File: config.mk
export PLATFORM = sky130hd
export DESIGN_NAME = bcd_adder
export DESIGN_NICKNAME = d
export VERILOG_FILES = /design/src/rtl/bcd_adder_pkg.sv /design/src/rtl/bcd_digit_add.sv /design/src/rtl/bcd_adder.sv
export SDC_FILE = /design/constraint.sdc
export NUM_CORES = 1
export LEC_CHECK = 0
export CAP_MARGIN = 0
export CORE_MARGIN = 1
export CORE_UTILIZATION = 38
export CTS_CLUSTER_SIZE = 10
export DETAILED_ROUTE_END_ITERATION = 10
export PLACE_DENSITY = 0.72
export SYNTH_ARGS = -nofsm -noshare
export SYNTH_HDL_FRONTEND = slang
export SYNTH_SLANG_ARGS = --single-unit
File: constraint.sdc
create_clock -name clk -period 6.55 [get_ports clk]
set_input_delay 1.965 -clock clk [delete_from_list [all_inputs] [get_ports clk]]
set_output_delay 1.965 -clock clk [all_outputs]
set_load 0.005 [all_outputs]
File: src/rtl/bcd_adder_pkg.sv
// Shared types and constants for the two-digit BCD adder.
// Used by bcd_digit_add and bcd_adder.
package bcd_adder_pkg;

    // One BCD digit. Values 10..15 are not valid BCD.
    typedef logic [3:0] digit_t;

    // Sequencer states, one state per clock.
    typedef enum logic [1:0] {
        IDLE = 2'd0,
        ONES = 2'd1,
        TENS = 2'd2,
        DONE = 2'd3
    } state_t;

    // Largest valid BCD digit.
    localparam digit_t BCD_MAX   = 4'd9;
    // Correction added to a binary digit sum that went past 9.
    localparam digit_t BCD_ADJ   = 4'd6;
    // Display blank/dash code, driven on every result digit after an input error.
    localparam digit_t DIGIT_ERR = 4'd15;

    // True when d is a legal BCD digit.
    function automatic logic is_bcd(input digit_t d);
        return d <= BCD_MAX;
    endfunction

endpackage

File: src/rtl/bcd_digit_add.sv
// Combinational single-digit BCD adder: two digits plus carry-in give one
// digit plus carry-out, using the add-6 correction on a 5-bit binary sum.
module bcd_digit_add
    import bcd_adder_pkg::*;
(
    input  digit_t a,
    input  digit_t b,
    input  logic   cin,
    output digit_t sum,
    output logic   cout
);

    logic [4:0] raw;

    // Binary sum, then add 6 when it exceeds 9 so the low nibble wraps to raw-10.
    // NOTE: every output of a combinational block is assigned on every path, so no latch is inferred.
    always_comb begin
        raw  = {1'b0, a} + {1'b0, b} + {4'b0000, cin};
        cout = raw > {1'b0, BCD_MAX};
        sum  = cout ? (raw[3:0] + BCD_ADJ) : raw[3:0];
    end

endmodule

File: src/rtl/bcd_adder.sv
// Two-digit BCD adder, sequenced IDLE -> ONES -> TENS -> DONE -> IDLE.
// One bcd_digit_add is time-shared: ones digits in ONES, tens digits in TENS.
// Optional feature: define BCD_ADDER_CHECK_EN to enable input digit validation
// (invalid digit -> ONES jumps straight to DONE with err=1 and all digits 15).
module bcd_adder
    import bcd_adder_pkg::*;
(
    input  logic       clk,
    input  logic       rst_n,
    input  logic       start,
    input  logic [3:0] A2,
    input  logic [3:0] A1,
    input  logic [3:0] B2,
    input  logic [3:0] B1,
    output logic [3:0] s3,
    output logic [3:0] s2,
    output logic [3:0] s1,
    output logic       busy,
    output logic       done,
    output logic       err
);

    state_t state;
    state_t state_next;

    // Operands captured on the accepting start edge.
    digit_t a2_q;
    digit_t a1_q;
    digit_t b2_q;
    digit_t b1_q;

    // Carry from the ones digit into the tens digit.
    logic carry;

    // Shared digit adder connections.
    digit_t add_a;
    digit_t add_b;
    logic   add_cin;
    digit_t add_sum;
    logic   add_cout;

    logic accept;
    logic digit_bad;

    assign accept = (state == IDLE) && start;

`ifdef BCD_ADDER_CHECK_EN
    assign digit_bad = !is_bcd(a2_q) || !is_bcd(a1_q) ||
                       !is_bcd(b2_q) || !is_bcd(b1_q);
`else
    assign digit_bad = 1'b0;
`endif

    // State register.
    // NOTE: sequential state is written with non-blocking assignments so every flop samples pre-edge values.
    always_ff @(posedge clk or negedge rst_n) begin
        if (!rst_n) begin
            state <= IDLE;
        end else begin
            state <= state_next;
        end
    end

    // Next-state logic: start only matters in IDLE; no stalls elsewhere.
    always_comb begin
        state_next = state;
        case (state)
            IDLE:    if (start) state_next = ONES;
            ONES:    state_next = digit_bad ? DONE : TENS;
            TENS:    state_next = DONE;
            DONE:    state_next = IDLE;
            default: state_next = IDLE;
        endcase
    end

    // Status outputs decoded from the state.
    always_comb begin
        busy = (state != IDLE);
        done = (state == DONE);
    end

    // Feed the shared adder: ones digits with no carry-in, otherwise tens digits with the stored carry.
    always_comb begin
        add_a   = a1_q;
        add_b   = b1_q;
        add_cin = 1'b0;
        if (state == TENS) begin
            add_a   = a2_q;
            add_b   = b2_q;
            add_cin = carry;
        end
    end

    bcd_digit_add u_digit_add (
        .a    (add_a),
        .b    (add_b),
        .cin  (add_cin),
        .sum  (add_sum),
        .cout (add_cout)
    );

    // Operand capture, only on an accepted start so later input changes are ignored.
    always_ff @(posedge clk or negedge rst_n) begin
        if (!rst_n) begin
            a2_q <= '0;
            a1_q <= '0;
            b2_q <= '0;
            b1_q <= '0;
        end else if (accept) begin
            a2_q <= A2;
            a1_q <= A1;
            b2_q <= B2;
            b1_q <= B1;
        end
    end

    // Result digits and carry; they hold until the next operation overwrites them.
    always_ff @(posedge clk or negedge rst_n) begin
        if (!rst_n) begin
            s3    <= '0;
            s2    <= '0;
            s1    <= '0;
            carry <= 1'b0;
        end else begin
            case (state)
                ONES: begin
                    if (digit_bad) begin
                        s3 <= DIGIT_ERR;
                        s2 <= DIGIT_ERR;
                        s1 <= DIGIT_ERR;
                    end else begin
                        s1    <= add_sum;
                        carry <= add_cout;
                    end
                end
                TENS: begin
                    s2 <= add_sum;
                    s3 <= {3'b000, add_cout};
                end
                default: ;
            endcase
        end
    end

`ifdef BCD_ADDER_CHECK_EN
    logic err_q;

    // Error flag: set when an invalid digit is found, held until the next accepted start.
    always_ff @(posedge clk or negedge rst_n) begin
        if (!rst_n) begin
            err_q <= 1'b0;
        end else if (accept) begin
            err_q <= 1'b0;
        end else if ((state == ONES) && digit_bad) begin
            err_q <= 1'b1;
        end
    end

    assign err = err_q;
`else
    assign err = 1'b0;
`endif

endmodule

[After elaboration in Yosys (flattened, before gate mapping)]
Cells that the tools add are included.
Word-level totals
  flip-flop bits (word level): 28
  output and inout port bits: 15
  input port bits: 19
Cells by class
  mux-type cells: 6
  equality and inequality tests: 4
  reductions and logical operators: 3
  order comparisons: 1
  add/sub/neg operators: 3
Operators with widths (number)
  two-way mux 4 bit: 3
  one-hot mux 2 bit (4 select lines): 1
  adder 4 x 4 -> 5 bit: 1
  adder 5 x 1 -> 5 bit: 1
  > comparator 5 x 4 -> 1 bit, second input constant: 1
  adder 4 x 3 -> 4 bit, second input constant: 1
  equality test 2 bit, second input constant: 2
  equality test 2 x 1 -> 1 bit, second input constant: 1
  zero test 2 bit: 1
  two-way mux 2 bit: 1
  != test 2 bit, second input constant: 1
  nonzero test 2 bit: 1
  logical AND 1 bit: 1
  two-way mux 1 bit: 1

[Depth between registers and ports, before layout]
  word-level depth: 6
  gate-level depth with buffers: 15
  gate-level depth less buffers: 13

[By module]
A second synthesis with hierarchy kept.
Unflattened totals
  cells, all modules: 106
  area, all modules: 1529.0 µm²
Modules (own cells, without submodules)
  bcd_adder: area an instance 1317.5 µm², cells each 84, times used 1
  bcd_digit_add: area an instance 211.5 µm², cells each 22, times used 1

[Worst setup path before layout]
No wires, ideal clock.
  path type: reg-to-reg
  from: register state[0]
  to: register s1[2]
  stages on the path, launching flop included: 15
  setup time: 0.125 ns
  required time: 6.425 ns
  path slack: 2.759 ns
  data arrival time: 3.666 ns
  cells stage by stage: dfrtp_1 -> inv_1 -> ha_1 -> clkbuf_1 -> clkbuf_1 -> mux2i_1 -> fa_1 -> inv_1 -> fa_1 -> inv_1 -> ha_1 -> or4b_1 -> nand3_1 -> o31ai_1 -> mux2_2
Between the ends
  longest elaborated chain between the ends: 6
  elaborated cells on any way between the ends: 10
Ends and longest elaborated chain
  start, declared: line bcd_adder.sv:23  | state_t state;
  start signal, assigned: line bcd_adder.sv:60  | state <= state_next;
  equality test 2 bit: line bcd_adder.sv:87  | if (state == TENS) begin
  two-way mux 4 bit: line bcd_adder.sv:87
  adder 4 x 4 -> 5 bit: line bcd_digit_add.sv:18  | raw = {1'b0, a} + {1'b0, b} + {4'b0000, cin};
  adder 5 x 1 -> 5 bit: line bcd_digit_add.sv:18
  adder 4 x 3 -> 4 bit / > comparator 5 x 4 -> 1 bit (equally long branches): line bcd_digit_add.sv:20, bcd_digit_add.sv:19
  two-way mux 4 bit: line bcd_digit_add.sv:20  | sum = cout ? (raw[3:0] + BCD_ADJ) : raw[3:0];
  end signal, assigned: line bcd_adder.sv:132  | s1 <= add_sum;
  end, declared: line bcd_adder.sv:17  | output logic [3:0] s1,
Several ways; a longest one is shown, not always the timed one.
A chain may end at the register's enable or synchronous reset.

[Worst setup path in the final report]
  from: register state[0]
  to: register s2[2]
Between the ends
  longest elaborated chain between the ends: 6
  elaborated cells on any way between the ends: 9
Ends and longest elaborated chain
  equality test 2 bit *: line bcd_adder.sv:87, bcd_adder.sv:125
  two-way mux 4 bit: line bcd_adder.sv:87
  adder 4 x 4 -> 5 bit: line bcd_digit_add.sv:18
  adder 5 x 1 -> 5 bit: line bcd_digit_add.sv:18
  adder 4 x 3 -> 4 bit / > comparator 5 x 4 -> 1 bit (equally long branches): line bcd_digit_add.sv:20, bcd_digit_add.sv:19
  two-way mux 4 bit: line bcd_digit_add.sv:20
  end signal, assigned: line bcd_adder.sv:137  | s2 <= add_sum;
  end, declared: line bcd_adder.sv:16  | output logic [3:0] s2,
Mark *: on every way between the ends. The rest lies on a longest branch, timed or not.

==> reports/results.tsv <==
stage	metric	value	unit
status	status	completed	
synth	Post-Synthesis Cells	139	
worst_setup_path	CP Launch Type	register	
worst_setup_path	reg-to-reg endpoint	s2[2]	
floorplan	Die Span Y	66.54	µm
clock_tree	TritonCTS clock tree	built	
worst_setup_path	reg2reg path depth	12	
worst_setup_path	Buf/Inv on CP	2	
synth	Post-Syn Area	0.001583	mm²
floorplan	die area	0.004428	mm²
timing	Peak Freq	250.6	MHz
worst_setup_path	crit-path cells	inv_1 > ha_1 > mux2i_1 > fa_1 > inv_1 > fa_1 > xnor2_1 > ha_1 > or4b_1 > nand3_1 > o31ai_1 > mux2_2	
clock_tree	cts bufs inserted	3	
layout	Final #Nets	198	
layout	share of layout cells above drive strength 1	20.36	%
grt	initial antenna violation count	0	
synth	FFs w/ async S/R, synth	100.0	%
floorplan	Die X	66.54	µm
worst_hold_path	Hold Crit Depth	1	
worst_setup_path	critical path fanouts, max	19	
timing	post-route setup TNS	0	ns
floorplan	core area	0.004000	mm²
layout	n_diodes	0	
worst_setup_path	Critical Path Max Stage Delay	0.69	ns
synth	Post-synth EDFFs	0	
clock_tree	Worst-path clk slew	0.09	ns
placed_design	Final GP Congestion	0.9305	
grt	vias in the first global route	1134	
floorplan	I/O pin cnt	34	
routing	# DRC	0	
clock_tree	clock latency on the worst-skew pair	0.28	ns
worst_setup_path	cell family with most CP delay	adder cells	
timing	Worst Clk Skew	0.005595	ns
synth	Yosys reg bits	28	
routing	final WL	2.741	mm
synth	Seq/Total Area, Yosys	44.27	%
worst_setup_path	reg-to-reg startpoint	state[0]	
synth	Top FF cell, synth	dfrtp_1	
floorplan	row count	23	
grt	global-route wire length before repair	5.043	mm
grt	pin count of the biggest net entering global routing	29	
worst_hold_path	worst hold-check path type	reg2reg	
worst_setup_path	CP max stage cell	ha_1	
routing	Via density	4.991	
synth	Cell variety after synth	33	
grt	met2 usage in global routing	27.53	%
worst_setup_path	worst path required time	6.72	ns
timing	final setup fails	0	
floorplan	Initial Util	39.57	%
clock_tree	H-Tree Depth	1	
clock_tree	setup bufs post-CTS	0	
clock_tree	root buffer cell	clkbuf_8	
layout	Layout area overhead	23.40	%
timing	final period utilization	60.92	%
grt	met1 Use GR	17.38	%
routing	TritonRoute pass-1 iters	4	
grt	Most Used Layer, Global Route	met2	
clock_tree	# hold bufs at CTS	0	
timing	max-slew violations	0	
placed_design	port bufs	29	
worst_hold_path	Endpoint, Worst Hold	a2_q[2]	
worst_setup_path	CP Capture Type	register	
layout	Filler cells	353	
worst_setup_path	crit path DAT	4.16	ns
timing	Final Hold Fails	0	
timing	worst slew pin tran	0.7937	ns
routing	via count	1083	
timing	RSZ-0062 raised after global routing	false	
routing	DR WL/cell	12.63	µm
timing	final worst path period need	3.991	ns
timing	Worst slew margin	47.09	%
clock_tree	post-CTS sizing	0	
routing	DR iter-0 viols	14	
grt	met3 Use GR	3.082	%
placed_design	Post-DP HPWL	2.090	mm
grt	Overflow after GRT	0	
synth	Avg Inst Size Synth	11.39	µm²
clock_tree	Max Buffers Root-to-Sink	2	
worst_setup_path	kind of critical path	reg2reg	
synth	Synth warnings	0	
clock_tree	clk sinks	28	
worst_setup_path	Reg2Reg Setup Slack	2.56	ns
routing	ANT nets after route	0	
worst_hold_path	Worst Min Path Start	a2_q[2]	
grt	gr usage total	15.31	%
job	max cap viols	0	
[sequential cells by signal (all words and copies together) (netlist names), 2 cells and up]
name,count
a1_q,4
a2_q,4
b1_q,4
b2_q,4
s1,4
s2,4
state,2
[synth_stat cells (2+ instances only)]
cell / instances / share of area [%]
nand3_1: 5 / 1.6
a211o_1: 2 / 1.1
ha_1: 9 / 7.1
fa_1: 2 / 2.5
clkbuf_1: 4 / 0.95
nor2b_1: 5 / 2.0
nor2_1: 6 / 1.4
buf_4: 4 / 1.9
nor3b_1: 2 / 0.95
a21o_2: 2 / 1.1
o21ai_1: 2 / 0.63
nand2_1: 4 / 0.95
a21oi_1: 10 / 3.2
mux2_2: 25 / 18
inv_1: 9 / 2.1
mux2i_1: 4 / 2.5
dfrtp_1: 28 / 44
[stage by stage]
stage                     cells  utilization, %  area [µm²]  hold slack, ns  setup WS, ns
after floorplan             142               -        1594          0.4737         2.759
after global placement      213           47.45        1898          0.4838         2.743
after detailed placement    213           47.45        1898          0.4902         2.553
after CTS                   217           48.83        1953          0.5118         2.520
after global routing        217           48.83        1953          0.5370         2.206
final                       217           48.83        1953          0.5067         2.560
[worst max-delay path by stage]
stage             start     to  cells after the start
5_1_grt        state[0]  s2[2]                     13
4_1_cts        state[0]  s2[2]                     12
2_1_floorplan  state[0]  s1[2]                     14
3_5_place_dp   state[0]  s2[2]                     12
3_3_place_gp   state[0]  s2[2]                     12
6_report       state[0]  s2[2]                     12
[cell usage in the layout (no fill, tap or decap), types with 2 or more instances in the layout]
| cell | netlist | final |
|---|---|---|
| clkdlybuf4s50_1 | 0 | 29 |
| dfrtp_1 | 28 | 28 |
| mux2_2 | 25 | 25 |
| a21oi_1 | 10 | 10 |
| inv_1 | 9 | 9 |
| ha_1 | 9 | 9 |
| nor2_1 | 6 | 6 |
| nor2b_1 | 5 | 5 |
| nand3_1 | 5 | 5 |
| mux2i_1 | 4 | 4 |
| nand2_1 | 4 | 4 |
| conb_1 | 1 | 4 |
| clkbuf_8 | 0 | 4 |
| a21o_2 | 2 | 2 |
| o21ai_1 | 2 | 2 |
| nor3b_1 | 2 | 2 |
| a211o_1 | 2 | 2 |
| fa_1 | 2 | 2 |
[metal layers]
metal / up-vias / wire length (µm)
met5: - / 0
met1: 524 / 1179
li1: 529 / -
met2: 25 / 1423
met4: 0 / 51
met3: 5 / 87
[cells by family after synthesis]
kind of cell | count (synthesis) | synth area share [%]
flip-flops | 28 | 44.27
buffers and inverters | 18 | 5.691
XOR/XNOR | 1 | 0.5535
AND/OR/NAND/NOR | 29 | 10.43
multiplexers | 29 | 20.32
other | 1 | 0.2369
adder cells (fa/ha/maj) | 11 | 9.644
AO/OA/AOI/OAI | 22 | 8.855
[final cells by class]
class	instances	area, µm²	area share, %
inverter	9	33.78	1.730
tap	50	62.56	3.203
sequential	28	700.7	35.87
timing repair buffer	30	297.8	15.25
clock buffer	4	55.05	2.819
multi-input combinational	96	803.3	41.13
Power is not shown: default switching activity piles up to over one toggle a cycle in this logic, so the estimate is an artifact.
